[src/rtl/ram_arbiter_pkg.sv]
// ram_arbiter_pkg
// Shared definitions for the main-RAM arbiter: CPU access FSM state codes,
// grant encoding, and a helper that turns the video burst parameter into the
// 4-bit streak limit.
package ram_arbiter_pkg;

    // CPU access FSM state codes
    typedef logic [1:0] cpu_state_t;
    localparam cpu_state_t C_IDLE   = 2'd0;
    localparam cpu_state_t C_ISSUED = 2'd1;
    localparam cpu_state_t C_DONE   = 2'd2;

    // Which requester owns the RAM slot this cycle
    typedef logic [1:0] gnt_t;
    localparam gnt_t GNT_NONE = 2'd0;
    localparam gnt_t GNT_CPU  = 2'd1;
    localparam gnt_t GNT_VID  = 2'd2;

    // Clamp the burst limit into the 1..15 range the 4-bit streak counter can hold
    function automatic logic [3:0] streak_limit(input int burst);
        if (burst < 1) begin
            return 4'd1;
        end
        if (burst > 15) begin
            return 4'd15;
        end
        return 4'(burst);
    endfunction

endpackage

[src/rtl/ram_arbiter.sv]
// ram_arbiter
// Shares the single-port main RAM between the Z80 CPU and the text-mode video
// fetcher. One RAM slot per clock; the CPU is stalled via cpu_wait_n until its
// slot completes; video wins contention but only for VID_BURST consecutive
// slots while the CPU is waiting, so the CPU cannot starve.
//
// Ports
//   clk, rst_n            clock, asynchronous active-low reset
//   cpu_req/we/addr/wdata CPU RAM request (level), write flag, address, data
//   cpu_rdata, cpu_wait_n CPU read data, stall (low = wait)
//   vid_req, vid_addr     video fetch request (held until granted), address
//   vid_gnt               video slot granted this cycle
//   vid_valid, vid_rdata  video read data, valid the cycle after vid_gnt
//   ram_addr/we/wdata     RAM command (all zero when no grant)
//   ram_rdata             RAM read data, one cycle after the address
module ram_arbiter
    import ram_arbiter_pkg::*;
#(
    parameter int ADDR_W    = 16,
    parameter int DATA_W    = 8,
    parameter int VID_BURST = 4
) (
    input  logic              clk,
    input  logic              rst_n,
    input  logic              cpu_req,
    input  logic              cpu_we,
    input  logic [ADDR_W-1:0] cpu_addr,
    input  logic [DATA_W-1:0] cpu_wdata,
    output logic [DATA_W-1:0] cpu_rdata,
    output logic              cpu_wait_n,
    input  logic              vid_req,
    input  logic [ADDR_W-1:0] vid_addr,
    output logic              vid_gnt,
    output logic              vid_valid,
    output logic [DATA_W-1:0] vid_rdata,
    output logic [ADDR_W-1:0] ram_addr,
    output logic              ram_we,
    output logic [DATA_W-1:0] ram_wdata,
    input  logic [DATA_W-1:0] ram_rdata
);

    localparam logic [3:0] BURST_MAX = streak_limit(VID_BURST);

    cpu_state_t        state_reg, state_next;
    logic [3:0]        streak_reg, streak_next;
    logic [DATA_W-1:0] hold_reg, hold_next;
    logic              issued_we_reg;   // direction of the access now in C_ISSUED
    logic              vid_valid_reg;
    logic              cpu_elig;
    gnt_t              gnt;

    // The CPU may only start a new access from C_IDLE; a held mreq parked in
    // C_DONE must not issue again.
    assign cpu_elig = cpu_req && (state_reg == C_IDLE);

    // Priority: video first, unless it has already used its full burst while
    // the CPU was waiting.
    always_comb begin
        gnt = GNT_NONE;
        if (cpu_elig && vid_req) begin
            gnt = (streak_reg == BURST_MAX) ? GNT_CPU : GNT_VID;
        end else if (cpu_elig) begin
            gnt = GNT_CPU;
        end else if (vid_req) begin
            gnt = GNT_VID;
        end
    end

    // Streak only measures how long an eligible CPU has been passed over.
    always_comb begin
        streak_next = streak_reg;
        if (!cpu_elig || gnt == GNT_CPU) begin
            streak_next = 4'd0;
        end else if (gnt == GNT_VID) begin
            streak_next = streak_reg + 4'd1;
        end
    end

    always_comb begin
        state_next = state_reg;
        hold_next  = hold_reg;
        case (state_reg)
            C_IDLE: begin
                if (gnt == GNT_CPU) begin
                    state_next = C_ISSUED;
                end
            end
            C_ISSUED: begin
                if (!issued_we_reg) begin
                    hold_next = ram_rdata;
                end
                state_next = cpu_req ? C_DONE : C_IDLE;
            end
            C_DONE: begin
                if (!cpu_req) begin
                    state_next = C_IDLE;
                end
            end
            default: state_next = C_IDLE;
        endcase
    end

    always_ff @(posedge clk or negedge rst_n) begin
        if (!rst_n) begin
            state_reg     <= C_IDLE;
            streak_reg    <= 4'd0;
            hold_reg      <= '0;
            issued_we_reg <= 1'b0;
            vid_valid_reg <= 1'b0;
        end else begin
            state_reg     <= state_next;
            streak_reg    <= streak_next;
            hold_reg      <= hold_next;
            vid_valid_reg <= (gnt == GNT_VID);
            if (gnt == GNT_CPU) begin
                issued_we_reg <= cpu_we;
            end
        end
    end

    // RAM command is driven straight from the grant so the access lands in
    // the same cycle it is granted.
    always_comb begin
        ram_addr  = '0;
        ram_we    = 1'b0;
        ram_wdata = '0;
        if (gnt == GNT_CPU) begin
            ram_addr  = cpu_addr;
            ram_we    = cpu_we;
            ram_wdata = cpu_wdata;
        end else if (gnt == GNT_VID) begin
            ram_addr  = vid_addr;
        end
    end

    assign cpu_wait_n = !cpu_req || (state_reg != C_IDLE);
    assign cpu_rdata  = (state_reg == C_ISSUED && !issued_we_reg) ? ram_rdata : hold_reg;
    assign vid_gnt    = (gnt == GNT_VID);
    assign vid_valid  = vid_valid_reg;
    assign vid_rdata  = ram_rdata;

endmodule

[config.mk]
export PLATFORM = sky130hd
export DESIGN_NAME = ram_arbiter
export DESIGN_NICKNAME = d
export VERILOG_FILES = /design/src/rtl/ram_arbiter_pkg.sv /design/src/rtl/ram_arbiter.sv
export SDC_FILE = /design/constraint.sdc
export NUM_CORES = 1
export LEC_CHECK = 0
export BUFFER_PORTS_ARGS = -buffer_cell sky130_fd_sc_hd__buf_2
export CAP_MARGIN = 20
export CORE_UTILIZATION = 30
export CTS_CLUSTER_SIZE = 40
export DETAILED_ROUTE_END_ITERATION = 8
export PLACE_DENSITY = 0.81
export SLEW_MARGIN = 20
export SYNTH_ARGS = -nofsm -noshare
export SYNTH_HDL_FRONTEND = slang
export SYNTH_SLANG_ARGS = --single-unit
export TNS_END_PERCENT = 100
[constraint.sdc]
create_clock -name clk -period 1.8 [get_ports clk]
set_clock_uncertainty 0.2 [all_clocks]
set_input_delay 0.18 -clock clk [delete_from_list [all_inputs] [get_ports clk]]
set_output_delay 0.18 -clock clk [all_outputs]
set_load 0.1 [all_outputs]
After elaboration in Yosys (flattened, before gate mapping):

Index checks and enable logic that the tools add are counted.
Widths: inputs -> output; s select.

* bits in registers: 16
* output and inout port bits: 44

* eq/ne operators: 7
* reductions and logical operators: 13
* muxes and demuxes: 15
* bitwise logic cells: 1
* $add $sub $neg: 1

Operators with widths (number)
* $mux 16: 2
* $mux 8: 2
* $mux 2: 7
* $mux 4: 2
* $pmux 2 s3: 1
* $add 4x1->4 const B: 1
* $eq 2x1->1 const B: 2
* $eq 2x2->1 const B: 2
* $eq 4x3->1 const B: 1
* $reduce_and 2->1: 2
* $reduce_bool 2->1: 2
* $logic_and 1x1->1: 3
* $logic_not 1->1: 3
* $logic_not 2->1: 1
* $logic_or 1x1->1: 2
* $ne 2x1->1 const B: 1
* $ne 2x2->1 const B: 1
* $mux 1: 1
* $not 1->1: 1

Longest topological paths before layout:

* depth in word-level cells: 7
* gate-level depth with buffers: 7
* mapped depth without buffers: 5

Worst setup path after synthesis:

OpenSTA, ideal clock, no wires.

* path type: register to output
* start: register state_reg[0]
* end: output port ram_addr[10]
* data arrival time: 2171 ps
* slack: -751 ps
* required time: 1420 ps
* path buffers: 1
* stages on the path, launching flop included: 5
* cell sequence: dfrtp_1 or3b_4 a21oi_4 buf_4 a22o_1

* word-level cells in the longest chain between the ends: 7

RTL lines
* start, declared: line ram_arbiter.sv:44 `cpu_state_t state_reg, state_next;`
* start signal, assigned: line ram_arbiter.sv:111 `state_reg <= state_next;`
* $logic_not 2->1 (*): line ram_arbiter.sv:54 `assign cpu_elig = cpu_req && (state_reg == C_IDLE);`
* $logic_and 1x1->1 (*): line ram_arbiter.sv:54
* $mux 2 / $logic_and 1x1->1 (equally long branches): line ram_arbiter.sv:62, ram_arbiter.sv:60
* $mux 2 (*): line ram_arbiter.sv:60 `if (cpu_elig && vid_req) begin`
* $eq 2x2->1: line ram_arbiter.sv:131 `end else if (gnt == GNT_VID) begin`
* $mux 16: line ram_arbiter.sv:131
* $mux 16 (*): line ram_arbiter.sv:127 `if (gnt == GNT_CPU) begin`
* end, declared: line ram_arbiter.sv:36 `output logic [ADDR_W-1:0] ram_addr,`

Every way passes the cells marked *; elsewhere a longest branch is shown, timed or not.

Worst setup path after layout:

* start: register state_reg[1]
* end: output port ram_addr[4]

The elaborated chain is that of the path after synthesis.

==> run metrics <==
Top FF cell, synth dfrtp_1; GP Congestion 0.7508; wire per inst roughly 15 µm; failing checks negative setup slack; Layout Cells excl Fill 250; Syn Nets 138; die span in x 58.56 µm; Slew Viols, Final 0; std cell rows 20; CP startpoint kind flop; Crit. End Element primary output; maxcap violations 0; Cell variety after synth 21; ANT nets after route 0; number of enable flip-flop cells after synthesis 0; Die H 58.56 µm; pwr dens 1215 nW/µm²; top-count cell post-synth dfrtp_1; DR iter-0 viols 19; mapped cell area ~960 µm²; Final setup viols 41; max reg flops 8; Worst-path clk slew ~0.09 ns; Total GRT Usage 20.58%; H-tree lvl count 1; Multi-input gate area ~600 µm²; final hold vios 0; Critical Path RT 1.42 ns; core area between 3000 and 4000 µm²; Yosys top cell by area dfrtp_1; hold crit path type in -> reg; Root Buffer clkbuf_4; Tightest Pin Transition a little under 0.5 ns; layout net count 262; critical path class reg -> out; Critical Path, Cell by Cell or3b_4 -> o21a_1 -> buf_12 -> a22o_2 -> buf_12; TritonCTS clock tree yes; pin count of the biggest net entering global routing 18; vias in the first global route ~1.2k; filler cell count 171; ratio of cells with drive above 1 in the final layout around four fifths; f_max 440.0 MHz; PnR worst setup slack -0.4726 ns; final period utilization 126.3%; WL final between 3 and 4 mm; status finished with violations; Initial Util 31.43%; Commonest cells post-synth dfrtp_1 (16), and2_1 (10), a22o_1 (9), buf_4 (9), mux2_2 (9); Ports 97; Worst slew margin 67.35%; Initial DRT Pass Iterations 4; flip-flop and latch count after synthesis 16; total gr overflow 0; LEAKAGE 1.240 nW; setup TNS -15.00 ns; initial antenna violation count 0; Die ar. 3429 µm²; DPL Wire Length 2.545 mm; IO Port Bufs between 90 and 100; P&R area growth vs syn 156.7%; cells after synthesis 83; crit-path most repeated cell buf_12; CP Max Fanout 17; Max rail drop VDD about 490 µV; Seq. cell area 400.4 µm²; Synth Area per Inst 11.56 µm²; RSZ-0062 raised after global routing yes; Clock Sinks 16; Arrival @ worst endpoint 1.89 ns; Final min period 2.273 ns; Inst Count DP 223; routed vias/inst 4.576; residual DRC count 0; Area contributors post-synth dfrtp_1 (42%), mux2_2 (11%), a22o_1 (8.2%), a22o_2 (7.3%), buf_4 (7.0%); CP top delay family compound AO/OA/AOI/OAI gates; Async SR Flop Fraction 100.0%; antenna fix cells 0; Max clock buf depth 2; first-pass GRT wire length 5.285 mm; CP max stage delay 0.43 ns; Crit-path slowest cell or3b_4; register area share after synthesis a little over two fifths; Yosys top cell area share 41.72%; total CTS buffers 3; Synth Warn # 0; Critical path buffers and inverters 2; clk_lat worst skew 0.28 ns; Via Count 1144
## worst paths after layout
check	from	depth (start not counted)	endpoint	slack, ns
max	state_reg[1]$_DFFE_PN0P_	5	ram_addr[4]	-0.47
min	cpu_req	3	state_reg[1]$_DFFE_PN0P_	0.04
max reg2reg	state_reg[1]$_DFFE_PN0P_	6	issued_we_reg$_DFFE_PN0N_	-0.15
min reg2reg	hold_reg[4]$_DFFE_PN0N_	1	hold_reg[4]$_DFFE_PN0N_	0.33
max in group asynchronous	rst_n	2	hold_reg[7]$_DFFE_PN0N_	0.99
min in group asynchronous	rst_n	2	state_reg[0]$_DFFE_PN0P_	0.14
## tightest hold or removal path, cell delays in order
cell and delay [ns]:
buf_2 0.09, buf_4 0.10, and2_1 0.12
## area by class of cell
| class | count | share of cell area [%] |
|---|---|---|
| timing repair buffer | 131 | 55.31 |
| inverter | 3 | 0.4571 |
| clock buffer | 4 | 1.473 |
| tap | 44 | 2.235 |
| multi-input combinational | 52 | 24.28 |
| sequential | 16 | 16.25 |
## cells by family after synthesis
family	after synthesis	share of synthesized area, %
DFF	16	41.72
xor gates and xnor gates	3	2.738
muxes	9	10.56
AOI/OAI and AO/OA	18	17.99
buffers and inverters	15	11.47
and+or+nand+nor	20	12.91
adders and majority gates	2	2.607
## timing repair
item / 4_1_cts / 5_1_grt
gates cloned: 1 / 0
endpoints found under the setup margin: 35 / 40
hold buffers: 6 / 0
endpoints found under the hold margin: 21 / 0
resized for setup: 46 / 5
pin swaps: 2 / 0
setup buffers: 10 / 6
## layer usage
layer / GRT usage, % / vias up / wire, µm
li1: - / 532 / -
met1: 20.08 / 533 / 1354
met2: 41.38 / 73 / 2008
met3: 7.033 / 6 / 282
met4: 4.082 / 0 / 51
met5: 0 / - / 0
## power breakdown
part	total, W	switching [W]	leakage (nW)	internal (W)
registers	0.000489	0.0000354	0.200	0.000454
logic	0.00227	0.00135	1.02	0.000921
clock network	0.000236	0.000113	0.0210	0.000123
total	0.00299	0.00150	1.24	0.00150
## through the flow
step | utilization, % | power [W] | hold WS (ns) | instance area (µm²) | setup slack [ns]
floorplan | - | 0.001774 | -0.3156 | 1091 | -0.4414
global placement | 66.60 | 0.002156 | -0.09594 | 2033 | -0.1172
detailed placement | 66.60 | 0.002180 | -0.09423 | 2033 | -0.1476
CTS | 78.44 | 0.002870 | 0.03587 | 2395 | -0.4735
global route | 80.70 | 0.003095 | 0.03191 | 2464 | -0.5351
finish | 80.70 | 0.002994 | 0.04469 | 2464 | -0.4726
## layout by cell type (no fill, tap or decap), types with 2 or more instances in the layout
cell type	n
buf_2	62
buf_12	37
dfrtp_1	16
buf_6	15
buf_4	11
a22o_4	10
and2_4	9
mux2_4	9
a22o_2	6
dlygate4sd3_1	6
nor2_1	5
inv_1	3
clkbuf_4	3
xor2_1	2
ha_1	2
No activity file was read; power rests on OpenSTA's default activity.
